`src/rtl/pc_ctrl_if.sv`:
```
// Bundles the pipeline-side request inputs and PC/pipeline control outputs of pc_ctrl.
// The slave modport is the controller view; the master modport is the pipeline/driver view.
interface pc_ctrl_if #(
  parameter int WIDTH = 32
);
  logic             start;
  logic             halt;
  logic             imem_ready;
  logic             load_use;
  logic             redirect;
  logic [WIDTH-1:0] redirect_pc;
  logic             pc_en;
  logic             pc_src;
  logic [WIDTH-1:0] target_pc;
  logic             trigger;
  logic             stall_fd;
  logic             flush_fd;
  logic             flush_de;
  logic             misalign_err;
  logic [1:0]       fsm_state;
  logic [31:0]      stall_count;

  modport slave (
    input  start, halt, imem_ready, load_use, redirect, redirect_pc,
    output pc_en, pc_src, target_pc, trigger, stall_fd, flush_fd, flush_de,
           misalign_err, fsm_state, stall_count
  );

  modport master (
    output start, halt, imem_ready, load_use, redirect, redirect_pc,
    input  pc_en, pc_src, target_pc, trigger, stall_fd, flush_fd, flush_de,
           misalign_err, fsm_state, stall_count
  );
endinterface

```
`src/rtl/pc_ctrl.sv`:
```
// Program-counter / pipeline hazard controller: IDLE, RUN, STALL and REDIRECT states.
// Optional stalled-cycle counter enabled by defining PC_CTRL_PERF_EN.
module pc_ctrl #(
  parameter int WIDTH = 32
) (
  input logic      clk,
  input logic      rst,
  pc_ctrl_if.slave bus
);
  typedef enum logic [1:0] {
    IDLE     = 2'b00,
    RUN      = 2'b01,
    STALL    = 2'b10,
    REDIRECT = 2'b11
  } state_e;

  state_e state_r;
  state_e next_state_s;
  logic   pc_en_s;
  logic   pc_src_s;
  logic   stall_fd_s;
  logic   flush_fd_s;
  logic   flush_de_s;
  logic   redirect_taken_s;
  logic   trigger_r;
  logic   misalign_r;

  // Next-state and zero-latency pipeline controls; reset forces IDLE outputs.
  always_comb begin
    next_state_s     = state_r;
    pc_en_s          = 1'b0;
    pc_src_s         = 1'b0;
    stall_fd_s       = 1'b0;
    flush_fd_s       = 1'b0;
    flush_de_s       = 1'b0;
    redirect_taken_s = 1'b0;
    if (rst) begin
      next_state_s = IDLE;
    end else begin
      case (state_r)
        IDLE: begin
          if (bus.start && !bus.halt) begin
            next_state_s = RUN;
          end else begin
            next_state_s = IDLE;
          end
        end
        RUN, STALL, REDIRECT: begin
          if (bus.halt) begin
            flush_fd_s   = 1'b1;
            flush_de_s   = 1'b1;
            next_state_s = IDLE;
          end else if (bus.redirect) begin
            // Branch target wins even when memory is busy: the stale fetch is flushed.
            pc_src_s         = 1'b1;
            pc_en_s          = 1'b1;
            flush_fd_s       = 1'b1;
            flush_de_s       = 1'b1;
            redirect_taken_s = 1'b1;
            next_state_s     = REDIRECT;
          end else if (bus.load_use && (state_r != STALL)) begin
            stall_fd_s   = 1'b1;
            flush_de_s   = 1'b1;
            next_state_s = STALL;
          end else begin
            pc_en_s      = bus.imem_ready;
            flush_fd_s   = (state_r == REDIRECT);
            next_state_s = RUN;
          end
        end
        default: begin
          next_state_s = IDLE;
        end
      endcase
    end
  end

  // State register, delayed run gate and sticky misalignment flag.
  always_ff @(posedge clk) begin
    if (rst) begin
      state_r    <= IDLE;
      trigger_r  <= 1'b0;
      misalign_r <= 1'b0;
    end else begin
      state_r    <= next_state_s;
      trigger_r  <= (state_r != IDLE);
      misalign_r <= misalign_r | (redirect_taken_s && (bus.redirect_pc[1:0] != 2'b00));
    end
  end

`ifdef PC_CTRL_PERF_EN
  logic [31:0] stall_count_r;

  // Saturating count of active cycles in which the PC did not advance.
  always_ff @(posedge clk) begin
    if (rst) begin
      stall_count_r <= 32'd0;
    end else if ((state_r != IDLE) && !pc_en_s && (stall_count_r != 32'hFFFF_FFFF)) begin
      stall_count_r <= stall_count_r + 32'd1;
    end else begin
      stall_count_r <= stall_count_r;
    end
  end

  assign bus.stall_count = stall_count_r;
`else
  assign bus.stall_count = 32'd0;
`endif

  assign bus.pc_en        = pc_en_s;
  assign bus.pc_src       = pc_src_s;
  assign bus.stall_fd     = stall_fd_s;
  assign bus.flush_fd     = flush_fd_s;
  assign bus.flush_de     = flush_de_s;
  assign bus.target_pc    = {bus.redirect_pc[WIDTH-1:2], 2'b00};
  assign bus.trigger      = trigger_r;
  assign bus.misalign_err = misalign_r;
  assign bus.fsm_state    = state_r;
endmodule

```
`src/flat_wrapper.sv`:
```
// flat-port wrapper written by rule: the top's interface ports become plain ports
module pc_ctrl_flat 
#(
  parameter int WIDTH = 32
)
  (clk, rst, bus_start, bus_halt, bus_imem_ready, bus_load_use, bus_redirect, bus_redirect_pc, bus_pc_en, bus_pc_src, bus_target_pc, bus_trigger, bus_stall_fd, bus_flush_fd, bus_flush_de, bus_misalign_err, bus_fsm_state, bus_stall_count);
  pc_ctrl_if #(.WIDTH(WIDTH)) bus_i ();
  input logic clk;
  input logic rst;
  input wire logic [$bits(bus_i.start)-1:0] bus_start;
  input wire logic [$bits(bus_i.halt)-1:0] bus_halt;
  input wire logic [$bits(bus_i.imem_ready)-1:0] bus_imem_ready;
  input wire logic [$bits(bus_i.load_use)-1:0] bus_load_use;
  input wire logic [$bits(bus_i.redirect)-1:0] bus_redirect;
  input wire logic [$bits(bus_i.redirect_pc)-1:0] bus_redirect_pc;
  output wire logic [$bits(bus_i.pc_en)-1:0] bus_pc_en;
  output wire logic [$bits(bus_i.pc_src)-1:0] bus_pc_src;
  output wire logic [$bits(bus_i.target_pc)-1:0] bus_target_pc;
  output wire logic [$bits(bus_i.trigger)-1:0] bus_trigger;
  output wire logic [$bits(bus_i.stall_fd)-1:0] bus_stall_fd;
  output wire logic [$bits(bus_i.flush_fd)-1:0] bus_flush_fd;
  output wire logic [$bits(bus_i.flush_de)-1:0] bus_flush_de;
  output wire logic [$bits(bus_i.misalign_err)-1:0] bus_misalign_err;
  output wire logic [$bits(bus_i.fsm_state)-1:0] bus_fsm_state;
  output wire logic [$bits(bus_i.stall_count)-1:0] bus_stall_count;
  assign bus_i.start = bus_start;
  assign bus_i.halt = bus_halt;
  assign bus_i.imem_ready = bus_imem_ready;
  assign bus_i.load_use = bus_load_use;
  assign bus_i.redirect = bus_redirect;
  assign bus_i.redirect_pc = bus_redirect_pc;
  assign bus_pc_en = bus_i.pc_en;
  assign bus_pc_src = bus_i.pc_src;
  assign bus_target_pc = bus_i.target_pc;
  assign bus_trigger = bus_i.trigger;
  assign bus_stall_fd = bus_i.stall_fd;
  assign bus_flush_fd = bus_i.flush_fd;
  assign bus_flush_de = bus_i.flush_de;
  assign bus_misalign_err = bus_i.misalign_err;
  assign bus_fsm_state = bus_i.fsm_state;
  assign bus_stall_count = bus_i.stall_count;
  pc_ctrl #(.WIDTH(WIDTH)) u_core (.clk(clk), .rst(rst), .bus(bus_i));
endmodule
```
`config.mk`:
```
export PLATFORM = sky130hd
export DESIGN_NAME = pc_ctrl_flat
export DESIGN_NICKNAME = d
export VERILOG_FILES = /design/src/rtl/pc_ctrl_if.sv /design/src/rtl/pc_ctrl.sv /design/src/flat_wrapper.sv
export SDC_FILE = /design/constraint.sdc
export NUM_CORES = 1
export LEC_CHECK = 0
export ABC_AREA = 1
export BUFFER_PORTS_ARGS = -buffer_cell sky130_fd_sc_hd__buf_4
export CAP_MARGIN = 25
export CORE_UTILIZATION = 31
export CTS_CLUSTER_DIAMETER = 200
export DETAILED_ROUTE_END_ITERATION = 8
export PLACE_DENSITY = 0.85
export SLEW_MARGIN = 0
export SYNTH_ARGS = -nofsm -noshare
export SYNTH_HDL_FRONTEND = slang
export SYNTH_SLANG_ARGS = --single-unit
```
`constraint.sdc`:
```
create_clock -name clk -period 2.6 [get_ports clk]
set_clock_uncertainty 0.05 [all_clocks]
set_input_delay 0.52 -clock clk [delete_from_list [all_inputs] [get_ports clk]]
set_output_delay 0.52 -clock clk [all_outputs]
set_load 0.02 [all_outputs]
```
After elaboration in Yosys (flattened, before gate mapping) --
Index checks and enable logic that the tools add are counted.
Cells by class: eq/ne operators 4, muxes and demuxes 28, bitwise operators 1, reduce and logical (&&, ||, !) cells 8
Operator list (count):
- 2-to-1 mux 1 bit | 24
- 2-to-1 mux 2 bit | 3
- == test 2 bit, second input constant | 2
- case mux 2 bit (2 select lines) | 1
- nonzero test 2 bit | 2
- logical AND 1 bit | 3
- OR reduction 3 bit | 1
- == test 2 x 1 -> 1 bit, second input constant | 1
- zero test 2 bit | 1
- inequality test 2 bit, second input constant | 1
- zero test 1 bit | 1
- bitwise OR 1 bit | 1
Word-level totals: bits in registers 4, output and inout port bits 73, logic and storage cells 44

Logic depth before layout (Yosys ltp) --
Gate-level depths: netlist (run 1).
depth in word-level cells 7, depth in mapped cells 5, depth with buffers taken out 5

Worst setup path after synthesis (run 1) --
No wires, ideal clock.
path type register to output, start point register u_core.state_r[1], in the netlist u_core.bus.fsm_state[1], end point output port bus_flush_fd, arrival time 1.262 ns, setup slack 0.768 ns, stages on the path, launching flop included 4, buffers on the path 0, cell sequence dfxtp_1 nor2_2 nor2_8 a21boi_0
Between the ends: word-level cells in the longest chain between the ends 7
Ends and longest elaborated chain:
- from (decl) | line pc_ctrl.sv:17 | state_e state_r;
- from (signal assigned) | line pc_ctrl.sv:85 | state_r <= next_state_s;
- inequality test 2 bit | line pc_ctrl.sv:61 | end else if (bus.load_use && (state_r != STALL)) begin
- logical AND 1 bit | line pc_ctrl.sv:61
- 2-to-1 mux 1 bit | line pc_ctrl.sv:61
- 2-to-1 mux 1 bit | line pc_ctrl.sv:53 | end else if (bus.redirect) begin
- 2-to-1 mux 1 bit | line pc_ctrl.sv:49 | if (bus.halt) begin
- 2-to-1 mux 1 bit * | line pc_ctrl.sv:40 | case (state_r)
- 2-to-1 mux 1 bit * | line pc_ctrl.sv:37 | if (rst) begin
- to (decl) | line flat_wrapper.sv:21 | output wire logic [$bits(bus_i.flush_fd)-1:0] bus_flush_fd;
Every way passes the cells marked *; elsewhere a longest branch is shown, timed or not.

Worst setup path after layout (run 1) --
start point register u_core.state_r[1], in the netlist u_core.bus.fsm_state[1], end point output port bus_flush_de
Between the ends: word-level cells in the longest chain between the ends 7
Ends and longest elaborated chain:
- inequality test 2 bit | line pc_ctrl.sv:61
- logical AND 1 bit | line pc_ctrl.sv:61
- 2-to-1 mux 1 bit | line pc_ctrl.sv:61
- 2-to-1 mux 1 bit | line pc_ctrl.sv:53
- 2-to-1 mux 1 bit | line pc_ctrl.sv:49
- 2-to-1 mux 1 bit * | line pc_ctrl.sv:40
- 2-to-1 mux 1 bit * | line pc_ctrl.sv:37
- to (decl) | line flat_wrapper.sv:22 | output wire logic [$bits(bus_i.flush_de)-1:0] bus_flush_de;
Marked as above.

==> results of run 1 <==
worst max-delay path: cells and delay by family, from the launching register on:
family,cells,cell delay [ns]
flops,1,0.38
compound gates,1,0.22
buf+inv,3,0.23
simple gates,2,0.19
final timing paths:
path,startpoint,depth (start not counted),endpoint
max,u_core.bus.fsm_state[1],6,bus_flush_de
max reg2reg,u_core.bus.fsm_state[1],4,u_core.bus.fsm_state[0]
min reg2reg,u_core.bus.misalign_err,2,u_core.bus.misalign_err
min,u_core.bus.misalign_err,2,u_core.bus.misalign_err
logic make-up after synthesis:
group           synth area share
buf+inv                    0.691
simple gates               0.143
flops                      0.109
compound gates            0.0512
other cells              0.00511
Yosys cell counts, drive strengths merged:
master and count:
a21oi 2, nand2 3, nand3 2, dfxtp 4
nor2 6, a31oi 1, inv 7, nor3 2
or2 1, conb 1, a21boi 1, nand4 1
buf 64, o21ai 2
registers in the layout, indices dropped and copies added, names as in the netlist:
register,flops
u_core.bus.fsm_state,2
u_core.bus.misalign_err,1
u_core.bus.trigger,1
routing by layer:
layer  track usage  part of all wire  vias up
met4         0.125              0.12        0
met5             0                 0        -
met1        0.0627              0.28      165
met3        0.0333              0.18       22
met2         0.104              0.41       42
li1              -                 -      177
through the flow:
stage | cells | utilization | total power [uW]
final | 114 | 0.254 | 229
after floorplan | 130 | - | 238
after detailed placement | 111 | 0.244 | 153
after global placement | 111 | 0.244 | 153
after CTS | 114 | 0.254 | 229
after global routing | 114 | 0.254 | 238
power by group through the flow:
stage                     logic, uW  clock network, uW  registers, uW
after floorplan                 168                  0           70.2
after global placement         85.4                  0           67.2
after detailed placement       86.0                  0           67.2
after CTS                      86.1               76.9           66.2
after global routing           93.2               78.1           66.6
final                          86.5               75.9           66.2
layout make-up:
| cell class | count | area share |
|---|---|---|
| well taps | 28 | 0.0624 |
| clock buffers | 3 | 0.0401 |
| flip-flops and latches | 4 | 0.143 |
| inverters | 7 | 0.0468 |
| repair buffers | 17 | 0.227 |
| multi-input cells | 55 | 0.481 |
==> results.ini, run 1 <==
[cts]
ctsResizeCount=0
cts_hold_buf=0
clock_sinks=4
htreeDepth=1
clk_pin_slew_ns=0.04
clock_path_buffers=2
postCtsSetupBuffers=0
clock_latency_ns=0.23
numCtsBuffers=3
cts_tree=yes
ctsRootBufferMaster=clkbuf_4

[min_path]
worstHoldPathType=reg2reg

[placed_design]
dp_hpwl_um=853
dp_slack_ns=0.832
gp_congestion=0.810
placedInstanceArea_um2=539
io_buffers=17

[sta]
finalSetupViolCount=0
finalHoldViolCount=0
post-route-min-period_ns=1.82
grt_setup_unrepaired=false
post-route-period-util=0.699
setup_tns_ns=0
max_freq_mhz=550
drv_slew=0
hold_slack_ns=0.402
fin_ws_ns=0.783

[finish]
final_common_cell=conb_1
stdcell_area_um2=562
final_cell_mix=conb_1, buf_4, inv_1
antenna_cells=0
area_growth_pct=-23.4
fill_cells=258
layout-drive-gt1-share=0.337
seqCellArea_um2=80.1
nNetsFinal=127
multi_input_area_um2=270

[floorplan]
die_y_um=50.6
die_x_um=50.6
rows=17
initial_core_util=0.331
io_pins=112
core_um2=2210
fp.dieArea_um2=2560

[drt]
drt-total-wl_um=985
drc=0
via_per_inst=3.56
drt-initial-drc-count=3
wl_per_cell_um=8.64
vias=406
firstDrtPassIters=4
ant_nets=0

[global_route]
grt_pass1_wl_mm=1.39
overflow=0
grt_pass1_vias=319
grt_usage=0.0752
grt_antenna_before_repair=0
grt_start_max_net_pins=7

[worst_setup_path]
crit_required_ns=2.03
critPathArrivalTime_ns=1.25
crit_path_max_incr_delay_ns=0.38
path_class=reg2out
cp_slowest_cell=dfxtp_1
critPathLaunchType=flop
worstPathMaxFanout=4
rrSetupSlack_ns=1.60
cp-end-kind=primary output
cp_cell_sequence=inv_2 > o21ai_2 > nand3_1 > nand2_1 > inv_1 > buf_4

[synth]
synth_top_area_frac=0.655
yosys_register_bits=4
synth_cell_types=19
netlist_area_um2=733
synth_warnings=0
synth-seq-area-share=0.109
syn_area_per_cell_um2=7.56
ys_top_cells_by_area=buf_4, dfxtp_1, inv_1
yosysTopAreaCell=buf_4
synthCells=97

[power_and_ir_drop]
pwr-share-clk=0.332
seqPwrFrac=0.290
switching_power_uw=93.5
p_sw_frac=0.409
ir_drop_uv=159
p_leak_uw=0.000332
internal_power_uw=135
combPwrFrac=0.378
power_per_cell_area_nw_per_um2=407

[flow_run]
drv_cap=0

[outcome]
status=finished clean

No activity file was read; power rests on OpenSTA's default activity.
==> inputs of run 2 (changes only) <==
- CORE_UTILIZATION: 31 -> 29
- PLACE_DENSITY: 0.85 -> 0.8
- clock period: 2.6 -> 1.72 ns (I/O delays scaled with it)
==> results.ini, run 2 (synthesis results as in run 1) <==
[outcome]
status=finished clean

[worst_setup_path]
rrSetupSlack_ns=0.74  ; -0.86 ns
path_class=reg2out
crit_required_ns=1.33  ; -0.70 ns
cp-end-kind=primary output
r2r-end=u_core.bus.fsm_state[0]
critPathArrivalTime_ns=1.23  ; -0.02 ns
ff2ff_path_depth=4  ; unchanged
critPathLaunchType=flop
worstPathMaxFanout=4  ; unchanged
r2r_start=u_core.bus.fsm_state[1]

[min_path]
worstHoldPathType=in2reg
hold_depth=2  ; unchanged
hold_start=rst
min_to=u_core.bus.misalign_err

[finish]
layout-drive-gt1-share=0.349  ; +0.0116
area_growth_pct=-22.2
final_common_cell=conb_1
finalNonFillerCells=114  ; unchanged
nNetsFinal=127  ; unchanged
antenna_cells=0  ; unchanged
final_cell_mix=conb_1, buf_4, inv_1
largest_reg_flops=2  ; unchanged
fin_util=0.248  ; -0.00559
fill_cells=270  ; +4.7%

[global_route]
grt_usage=0.0677  ; -0.00752
grt_antenna_before_repair=0  ; unchanged
grt_pass1_vias=274  ; -14%
grt_pass1_wl_mm=1.24  ; -11%
overflow=0  ; unchanged
grt_start_max_net_pins=7  ; unchanged

[power_and_ir_drop]
power_per_cell_area_nw_per_um2=610  ; +50%
ir_drop_uv=178  ; +12%
p_leak_uw=0.000334  ; +0.44%

[cts]
cts_hold_buf=0  ; unchanged
ctsRootBufferMaster=clkbuf_4
cts_tree=yes
clk_pin_slew_ns=0.04  ; about the same
clock_latency_ns=0.23  ; about the same
clock_path_buffers=2  ; unchanged
clock_sinks=4  ; unchanged
postCtsSetupBuffers=0  ; unchanged
htreeDepth=1  ; unchanged
numCtsBuffers=3  ; unchanged

[drt]
wl_per_cell_um=8.43  ; -2.4%
drc=0  ; unchanged
drt-total-wl_um=961  ; -2.4%
firstDrtPassIters=2  ; -2
ant_nets=0  ; unchanged
drt-initial-drc-count=3  ; unchanged
vias=384  ; -5.4%
via_per_inst=3.37  ; -5.4%

[floorplan]
initial_core_util=0.319  ; -0.0123
io_pins=112  ; unchanged
core_um2=2300  ; +3.8%
rows=17  ; unchanged
die_x_um=52.3  ; +3.2%
die_y_um=52.3  ; +3.2%
fp.dieArea_um2=2730  ; +6.6%

[sta]
max_freq_mhz=617
fin_ws_ns=0.100  ; -0.683 ns
drv_slew=0  ; unchanged
post-route-min-period_ns=1.62
hold_slack_ns=0.269  ; -0.133 ns
finalSetupViolCount=0  ; unchanged
grt_setup_unrepaired=false
post-route-period-util=0.942
setup_tns_ns=0  ; unchanged
finalHoldViolCount=0  ; unchanged

[flow_run]
drv_cap=0  ; unchanged

[placed_design]
dp_slack_ns=0.286  ; -0.547 ns
gp_congestion=0.782  ; -3.4%
io_buffers=17  ; unchanged
dp_hpwl_um=834  ; -2.2%
dp.cells=111  ; unchanged

[run 2: timing repair]
item                       4_1_cts  5_1_grt
hold endpoints to repair         0        0
resized for setup                0        2
setup endpoints to repair        0        1
[run 2: stage by stage]
| step | power [uW] | instance area [um2] |
|---|---|---|
| floorplan | 360 | 857 |
| global placement | 231 | 539 |
| detailed placement | 231 | 539 |
| CTS | 355 | 562 |
| global route | 369 | 571 |
| finish | 348 | 571 |
[run 2: final cells by class]
type / count / area (um2) / share of cell area
inverter: 7 / 26.3 / 0.0461
sequential: 4 / 81.3 / 0.143
multi-input combinational: 55 / 278 / 0.487
tap: 28 / 35.0 / 0.0614
clock buffer: 3 / 22.5 / 0.0395
timing repair buffer: 17 / 128 / 0.224
[run 2: worst max path at each step]
| stage | from | endpoint | depth (start not counted) |
|---|---|---|---|
| after floorplan | u_core.bus.fsm_state[1] | bus_flush_fd | 3 |
| after global placement | u_core.bus.fsm_state[1] | bus_flush_de | 6 |
| after detailed placement | u_core.bus.fsm_state[1] | bus_flush_de | 6 |
| after CTS | u_core.bus.fsm_state[1] | bus_flush_de | 6 |
| after global routing | u_core.bus.fsm_state[1] | bus_flush_de | 6 |
| final | u_core.bus.fsm_state[1] | bus_flush_de | 6 |
[run 2: worst max-delay path, stage by stage (launching register included)]
cell	delay (ns)
dfxtp_1	0.38
inv_2	0.06
o21ai_4	0.18
nand3_1	0.10
nand2_1	0.08
inv_1	0.05
buf_4	0.15
[run 2: power breakdown]
| part | switching (uW) | internal (uW) |
|---|---|---|
| clock network | 37.8 | 78.0 |
| logic | 101 | 30.0 |
| registers | 3.68 | 97.4 |
| total | 143 | 205 |
[run 2: layer usage]
layer  GRT usage  part of all wire
met1      0.0671              0.34
met2      0.0802              0.45
met3      0.0348              0.18
met4       0.105             0.033
met5           0                 0
